**config.mk**
```make
export PLATFORM = sky130hd
export DESIGN_NAME = usb_packet_rx
export DESIGN_NICKNAME = d
export VERILOG_FILES = /design/src/rtl/usb_packet_rx.sv
export SDC_FILE = /design/constraint.sdc
export NUM_CORES = 1
export LEC_CHECK = 0
export CORE_ASPECT_RATIO = 1.25
export CORE_MARGIN = 4
export CORE_UTILIZATION = 30
export CTS_BUF_LIST = sky130_fd_sc_hd__clkbuf_4
export CTS_CLUSTER_SIZE = 24
export DETAILED_ROUTE_END_ITERATION = 10
export SYNTH_ARGS = -nofsm -noshare
export SYNTH_HDL_FRONTEND = slang
export SYNTH_SLANG_ARGS = --single-unit
export TNS_END_PERCENT = 5
```
**constraint.sdc**
```tcl
create_clock -name clk -period 3.7 [get_ports clk]
set_input_delay 0.37 -clock clk [delete_from_list [all_inputs] [get_ports clk]]
set_output_delay 0.37 -clock clk [all_outputs]
set_load 0.02 [all_outputs]
```
**src/rtl/usb_packet_rx.sv**
```systemverilog
// usb_packet_rx: USB full-speed receiver. Pads pass through a synchroniser, bit timer, NRZI decode,
//   unstuffing and SYNC/PID check, then a framer writes tagged bytes into one output FIFO.
// Latency: a byte is written two bytes after it completes on the wire; the last two are written at EOP, one per cycle.
// Backpressure: out_valid/out_ready on the FIFO head. A write to a full FIFO with no read drops the entry and sets overflow.
// Optional: define USB_RX_CRC16_CHECK_EN to check the CRC16 residual of data packets; otherwise crc_error is tied to 0.

module usb_rx_fifo #(
  parameter int WIDTH = 11,
  parameter int DEPTH = 8
) (
  input  logic                       clk,
  input  logic                       rst,
  input  logic                       wr_en,
  input  logic [WIDTH-1:0]           wr_dat,
  input  logic                       rd_en,
  output logic [WIDTH-1:0]           rd_dat,
  output logic [$clog2(DEPTH+1)-1:0] count,
  output logic                       full,
  output logic                       empty
);
  localparam int AW = (DEPTH > 1) ? $clog2(DEPTH) : 1;
  localparam int CW = $clog2(DEPTH+1);
  localparam logic [AW-1:0] PTR_LAST = AW'(DEPTH-1);

  logic [WIDTH-1:0] mem [DEPTH];
  logic [AW-1:0]    wptr, rptr;
  logic             do_wr, do_rd;

  assign full   = (count == CW'(DEPTH));
  assign empty  = (count == '0);
  assign do_rd  = rd_en && !empty;
  // A full FIFO still accepts a write when the head leaves in the same cycle.
  assign do_wr  = wr_en && (!full || do_rd);
  assign rd_dat = mem[rptr];

  // Storage array, written without reset.
  always_ff @(posedge clk) begin
    if (do_wr) mem[wptr] <= wr_dat;
  end

  // Pointer and occupancy bookkeeping.
  always_ff @(posedge clk or posedge rst) begin
    if (rst) begin
      wptr  <= '0;
      rptr  <= '0;
      count <= '0;
    end else begin
      if (do_wr) wptr <= (wptr == PTR_LAST) ? '0 : wptr + 1'b1;
      if (do_rd) rptr <= (rptr == PTR_LAST) ? '0 : rptr + 1'b1;
      case ({do_wr, do_rd})
        2'b10:   count <= count + 1'b1;
        2'b01:   count <= count - 1'b1;
        default: count <= count;
      endcase
    end
  end
endmodule

module usb_packet_rx #(
  parameter int CLKS_PER_BIT = 8,
  parameter int FIFO_DEPTH   = 8,
  parameter int SYNC_STAGES  = 2
) (
  input  logic                            clk,
  input  logic                            rst,
  input  logic                            d_plus,
  input  logic                            d_minus,
  input  logic                            out_ready,
  output logic                            out_valid,
  output logic [7:0]                      out_data,
  output logic [1:0]                      out_tag,
  output logic                            out_last,
  output logic [$clog2(FIFO_DEPTH+1)-1:0] fifo_count,
  output logic                            rcving,
  output logic                            r_error,
  output logic                            overflow,
  output logic                            crc_error
);
  localparam int CW = $clog2(CLKS_PER_BIT);
  localparam logic [CW-1:0] HALF = CW'(CLKS_PER_BIT/2);
  localparam logic [CW-1:0] LAST = CW'(CLKS_PER_BIT-1);

  localparam logic [2:0] S_IDLE = 3'd0, S_SYNC = 3'd1, S_PID = 3'd2,
                         S_BODY = 3'd3, S_EOP  = 3'd4, S_ERR = 3'd5;
  localparam logic [1:0] TAG_PID = 2'd0, TAG_DATA = 2'd1, TAG_CRC = 2'd2, TAG_NONDATA = 2'd3;

  typedef struct packed {
    logic [1:0] tag;
    logic       last;
    logic [7:0] data;
  } rx_entry_t;

  logic [SYNC_STAGES-1:0] dp_sync, dm_sync;
  logic                   dp_s, dm_s, dp_prev;
  logic [CW-1:0]          cnt;
  logic                   strobe, se0, dbit, bit_ok, byte_done, sync_start, eop_det, crc_bad;
  logic [2:0]             state, bit_cnt, ones_cnt;
  logic [7:0]             sr, new_byte, h0, h1;
  logic                   h0_pid, h1_pid, is_data, prev_nrzi, seen_se0;
  logic [1:0]             hcnt;
  logic                   wr_en, rd_en, fifo_full, fifo_empty, ovf_set;
  rx_entry_t              wr_ent, rd_ent;

  assign dp_s = dp_sync[SYNC_STAGES-1];
  assign dm_s = dm_sync[SYNC_STAGES-1];

  // Pad synchroniser; stages idle at J so reset looks like a quiet bus.
  always_ff @(posedge clk or posedge rst) begin
    if (rst) begin
      dp_sync <= '1;
      dm_sync <= '0;
    end else begin
      dp_sync <= (dp_sync << 1) | SYNC_STAGES'(d_plus);
      dm_sync <= (dm_sync << 1) | SYNC_STAGES'(d_minus);
    end
  end

  // Bit timer realigns on every D+ edge so the strobe lands mid-bit.
  always_ff @(posedge clk or posedge rst) begin
    if (rst) begin
      dp_prev <= 1'b1;
      cnt     <= '0;
    end else begin
      dp_prev <= dp_s;
      if (dp_s != dp_prev)  cnt <= '0;
      else if (cnt == LAST) cnt <= '0;
      else                  cnt <= cnt + 1'b1;
    end
  end

  assign strobe     = (cnt == HALF);
  assign se0        = !dp_s && !dm_s;
  assign dbit       = (dp_s == prev_nrzi);
  assign new_byte   = {dbit, sr[7:1]};
  assign bit_ok     = strobe && !se0 && (ones_cnt != 3'd6) &&
                      (state == S_SYNC || state == S_PID || state == S_BODY);
  assign byte_done  = bit_ok && (bit_cnt == 3'd7);
  assign sync_start = (state == S_IDLE) && dp_prev && !dp_s && dm_s;
  assign eop_det    = strobe && se0 && (state == S_BODY) && (bit_cnt == 3'd0);

  // Framer output: oldest held byte leaves when a third arrives, or during the EOP flush.
  always_comb begin
    wr_en        = 1'b0;
    wr_ent.tag   = TAG_PID;
    wr_ent.last  = 1'b0;
    wr_ent.data  = h0;
    if (state == S_BODY && byte_done && hcnt == 2'd2) begin
      wr_en      = 1'b1;
      wr_ent.tag = h0_pid ? TAG_PID : (is_data ? TAG_DATA : TAG_NONDATA);
    end else if (state == S_EOP && hcnt != 2'd0) begin
      wr_en       = 1'b1;
      wr_ent.tag  = h0_pid ? TAG_PID : (is_data ? TAG_CRC : TAG_NONDATA);
      wr_ent.last = (hcnt == 2'd1);
    end
  end

  assign rd_en   = out_valid && out_ready;
  assign ovf_set = wr_en && fifo_full && !rd_en;

  // Packet FSM: decode, unstuff, frame, hold pipeline and status flags.
  always_ff @(posedge clk or posedge rst) begin
    if (rst) begin
      state <= S_IDLE;   bit_cnt <= '0;  ones_cnt <= '0;  sr <= '0;
      prev_nrzi <= 1'b1; is_data <= 1'b0; seen_se0 <= 1'b0;
      h0 <= '0; h1 <= '0; h0_pid <= 1'b0; h1_pid <= 1'b0; hcnt <= '0;
      rcving <= 1'b0;    r_error <= 1'b0; overflow <= 1'b0;
    end else begin
      if (sync_start) begin
        state <= S_SYNC;   rcving <= 1'b1;  r_error <= 1'b0;
        bit_cnt <= '0;     ones_cnt <= '0;  prev_nrzi <= 1'b1;
        hcnt <= '0;        is_data <= 1'b0; seen_se0 <= 1'b0;
      end else if (strobe) begin
        case (state)
          S_SYNC, S_PID, S_BODY: begin
            if (se0) begin
              if (state == S_BODY && bit_cnt == 3'd0) state <= S_EOP;
              else begin state <= S_ERR; seen_se0 <= 1'b1; hcnt <= '0; end
            end else begin
              prev_nrzi <= dp_s;
              if (ones_cnt == 3'd6) begin
                // Stuffed bit: a 0 is dropped, a 1 is a protocol violation.
                if (dbit) begin state <= S_ERR; seen_se0 <= 1'b0; hcnt <= '0; end
                else ones_cnt <= '0;
              end else begin
                ones_cnt <= dbit ? ones_cnt + 3'd1 : 3'd0;
                sr       <= new_byte;
                bit_cnt  <= bit_cnt + 3'd1;
                if (bit_cnt == 3'd7) begin
                  case (state)
                    S_SYNC: state <= (new_byte == 8'h80) ? S_PID : S_ERR;
                    S_PID: begin
                      if (new_byte[3:0] == ~new_byte[7:4]) begin
                        state <= S_BODY; is_data <= (new_byte[1:0] == 2'b11);
                        h0 <= new_byte;  h0_pid <= 1'b1; hcnt <= 2'd1;
                      end else state <= S_ERR;
                    end
                    default: begin
                      if (hcnt == 2'd0)      begin h0 <= new_byte; h0_pid <= 1'b0; hcnt <= 2'd1; end
                      else if (hcnt == 2'd1) begin h1 <= new_byte; h1_pid <= 1'b0; hcnt <= 2'd2; end
                      else begin h0 <= h1; h0_pid <= h1_pid; h1 <= new_byte; h1_pid <= 1'b0; end
                    end
                  endcase
                end
              end
            end
          end
          S_EOP: if (!se0 && hcnt == 2'd0) begin state <= S_IDLE; rcving <= 1'b0; end
          S_ERR: begin
            if (se0) seen_se0 <= 1'b1;
            else if (seen_se0) begin state <= S_IDLE; rcving <= 1'b0; end
          end
          default: ;
        endcase
      end
      if (state == S_EOP && hcnt != 2'd0) begin
        h0 <= h1; h0_pid <= h1_pid; hcnt <= hcnt - 2'd1;
      end
      if (ovf_set) overflow <= 1'b1;
      if (ovf_set || crc_bad || state == S_ERR) r_error <= 1'b1;
    end
  end

`ifdef USB_RX_CRC16_CHECK_EN
  logic [15:0] crc;
  logic        crc_fb;
  assign crc_fb  = dbit ^ crc[15];
  assign crc_bad = eop_det && is_data && (crc != 16'h800D);

  // CRC16 over unstuffed body bits of data packets.
  always_ff @(posedge clk or posedge rst) begin
    if (rst)             crc <= 16'hFFFF;
    else if (sync_start) crc <= 16'hFFFF;
    else if (bit_ok && state == S_BODY && is_data)
      crc <= {crc[14:0], 1'b0} ^ (crc_fb ? 16'h8005 : 16'h0000);
  end

  // Sticky CRC failure, cleared when the next packet starts.
  always_ff @(posedge clk or posedge rst) begin
    if (rst)             crc_error <= 1'b0;
    else if (sync_start) crc_error <= 1'b0;
    else if (crc_bad)    crc_error <= 1'b1;
  end
`else
  assign crc_bad   = 1'b0;
  assign crc_error = 1'b0;
`endif

  usb_rx_fifo #(.WIDTH($bits(rx_entry_t)), .DEPTH(FIFO_DEPTH)) u_fifo (
    .clk    (clk),
    .rst    (rst),
    .wr_en  (wr_en),
    .wr_dat (wr_ent),
    .rd_en  (rd_en),
    .rd_dat (rd_ent),
    .count  (fifo_count),
    .full   (fifo_full),
    .empty  (fifo_empty)
  );

  assign out_valid = !fifo_empty;
  assign out_data  = out_valid ? rd_ent.data : 8'h00;
  assign out_tag   = out_valid ? rd_ent.tag  : 2'd0;
  assign out_last  = out_valid && rd_ent.last;
endmodule

```
==> qor.yml <==
yosysUniqueCellTypes: 70
syn_inst: 470
drv_slew: 0
synth_area_mm2: 0.00666
clk_latency_ps: 540
ff2ff_path_depth: 11
fin_crit_sh_pct: 84.9
synth_warnings: 0
swShare_pct: 36.2
globalRouteOverflowTotal: 0
tightest_slew_ps: 951
met1_length_um: 5250
fmax_ghz: 0.318
ir_drop_mv: 0.302
core_area_mm2: 0.0217
p_comb_share_pct: 35.4
fin_tns_setup_ps: 0
cts.sinks: 147
row_count: 60
min_path_type: "in2reg"
cp-start-kind: "register"
grt_pass1_wl_um: 20900
post-route-min-period_ps: 3140
required_ps: 4120
min_from: "d_plus"
antenna_left: 0
track_usage_pct: 10.8
skew_ps: 16.7
p_switching_mw: 1.79
top_layer: "met4"
layout-drive-gt1-share_pct: 20.0
cp-end-kind: "register"
wl_met2_um: 7040
cts_tree: "done"
nNetsFinal: 530
syn_nets: 493
hpwl_um: 8670
timing.rr.end: "u_fifo.count[2]"
syn_area_per_cell_um2: 14.2
hold_violations: 0
worstSetupPathType: "reg2reg"
root_buffer: "clkbuf_4"
drt-vias-per-instance: 4.79
antenna_cells: 0
cp.arrival_ps: 3560
pin_count: 25
die_area_mm2: 0.0246
pwr-share-seq_pct: 45.0
netlist.area_leader.share_pct: 39.7
ys_seq_area_share_pct: 62.0
die_y_um: 175
dr.first_iter.drc_count: 255
clock_power_share_pct: 19.7
initial_utilization_pct: 30.7
cts_max_level: 4
rsz0062_at_grt: "false"
antenna_found_initial: 0
cts_setup_buffers: 0
port_buffers: 23
r2r_setup_slack_ps: 560
wl_per_cell_um: 16.0
syn2layout_area_growth_pct: 13.3
synth-async-reset-ratio_pct: 40.1
clockBufferDepth: 2
dr.pass1.iters: 4
synth_seq_cells: 147
hold_end: "dp_sync[0]"
hold_buffers: 0
ys.flop_type: "edfxtp_1"
clk_pin_slew_worst_paths_ps: 140
first_global_vias: 4034
die-width_um: 141
outcome: "finished clean"
finalSetupViolations: 0
crit_path_max_fanout: 15
p_int_mw: 3.16
p_per_area_mw_per_mm2: 656
synth_area_leaders: "edfxtp_1, dfrtp_1, mux4_2, ha_1, mux2i_1"
finalWeightedCongestion: 0.879
r2r-start: "dp_sync[1]"
cap_violations: 0
numCtsBuffers: 17
hold_depth: 1
synth-edff-count: 88
maxSlewHeadroom_pct: 36.5
wirelength_um: 12800
yosys.area.top_type: "edfxtp_1"
p_leak_nw: 2.93
met3_length_um: 361
grt_max_degree: 46
cts_resized: 0
num_vias: 3825
drc: 0
total_power_mw: 4.95
-- layout by cell type (no fill, tap or decap), drive strengths merged, types with 15 or more instances in the layout --
cell type      instances
ha                    18
nand2                 26
o21ai                 27
inv                   22
edfxtp                88
clkdlybuf4s50         23
dfrtp                 55
mux4                  22
nor2                  40
buf                   15
mux2                  17
clkbuf                17
mux2i                 20
-- area by class of cell --
| cell class | count | area (um2) |
|---|---|---|
| Clock buffer | 17 | 128 |
| Sequential cell | 147 | 4120 |
| Timing Repair Buffer | 38 | 343 |
| Multi-Input combinational cell | 287 | 2390 |
| Fill cell | 2082 | 14200 |
| Inverter | 16 | 60.1 |
| Clock inverter | 15 | 150 |
| Tap cell | 279 | 349 |
-- kinds of logic (layout without fill, tap and decap cells) --
kind of cell | count (synthesis) | after routing | share of synthesized area (%)
and+or+nand+nor | 127 | 127 | 10.0
buffers and inverters | 36 | 86 | 2.35
other | 1 | 1 | 0.0563
AOI/OAI and AO/OA | 70 | 70 | 6.98
muxes | 59 | 59 | 13.4
xor gates and xnor gates | 12 | 12 | 1.79
DFF | 147 | 147 | 62.0
adders and majority gates | 18 | 18 | 3.38
-- how the worst max path moves through the flow --
stage	startpoint	slack (ps)	to
after CTS	u_fifo.rptr[0]	530	out_data[3]
final	dp_sync[1]	560	u_fifo.count[2]
after floorplan	ones_cnt[0]	560	u_fifo.mem[0][0]
after global placement	dp_sync[1]	690	u_fifo.count[2]
after global routing	dp_sync[1]	320	u_fifo.count[2]
after detailed placement	dp_sync[1]	620	u_fifo.count[2]
-- cell usage after synthesis, types with 4 or more instances --
library cell and instances:
ha_1 18, a21oi_1 13, a21o_1 4, nor2_1 39
dfstp_2 4, mux2i_1 20, nand3b_1 5, clkbuf_1 8
edfxtp_1 88, o21a_1 5, inv_1 16, mux2_2 14
nand2_1 26, mux4_2 22, nor3_1 10, buf_2 7
dfrtp_1 55, xor2_1 8, nand3_1 7, nand2b_1 13
o21ai_0 25
-- sequential cells by signal, summed over array words and instances (netlist names), 2 cells and up --
| signal | cells |
|---|---|
| cnt | 3 |
| h0 | 8 |
| h1 | 8 |
| u_fifo.rptr | 3 |
| dm_sync | 2 |
| state | 3 |
| bit_cnt | 3 |
| u_fifo.mem | 88 |
| ones_cnt | 3 |
| u_fifo.count | 4 |
| dp_sync | 2 |
| hcnt | 2 |
| sr | 7 |
| u_fifo.wptr | 3 |
-- per-stage QoR --
stage / utilization, % / instance area (um2) / std cells / setup WS (ps) / hold WS [ps]
2_1_floorplan: - / 6660 / 470 / 556 / 331
3_3_place_gp: 33.5 / 7260 / 767 / 689 / 345
3_5_place_dp: 33.5 / 7260 / 767 / 618 / 346
4_1_cts: 34.8 / 7540 / 799 / 530 / 148
5_1_grt: 34.8 / 7540 / 799 / 315 / 136
6_report: 34.8 / 7540 / 799 / 559 / 213
-- per-layer routing --
layer  vias to the layer above  track usage, %
li1                       1834               -
met1                      1914            12.3
met2                        63            19.7
met3                        14            2.78
met4                         0            3.31
met5                         -               0
-- worst max-delay path, cell delays in order (launching register included) --
cell       delay (ps)
dfstp_2           730
a2bb2oi_2         220
nand3_2           130
or3_4             410
a21o_1            320
ha_1              310
xor2_1            160
ha_1              190
a21oi_1           140
xor2_1            190
nor2_1             70
xor2_1            140
-- power by group through the flow --
stage | Sequential [mW] | Clock [mW] | Combinational (mW)
3_3_place_gp | 2.24 | 0 | 1.74
6_report | 2.23 | 0.973 | 1.75
3_5_place_dp | 2.26 | 0 | 1.78
4_1_cts | 2.23 | 1.01 | 1.78
2_1_floorplan | 2.15 | 0 | 1.29
5_1_grt | 2.26 | 1.09 | 1.94
(Power assumes the default switching activity.)
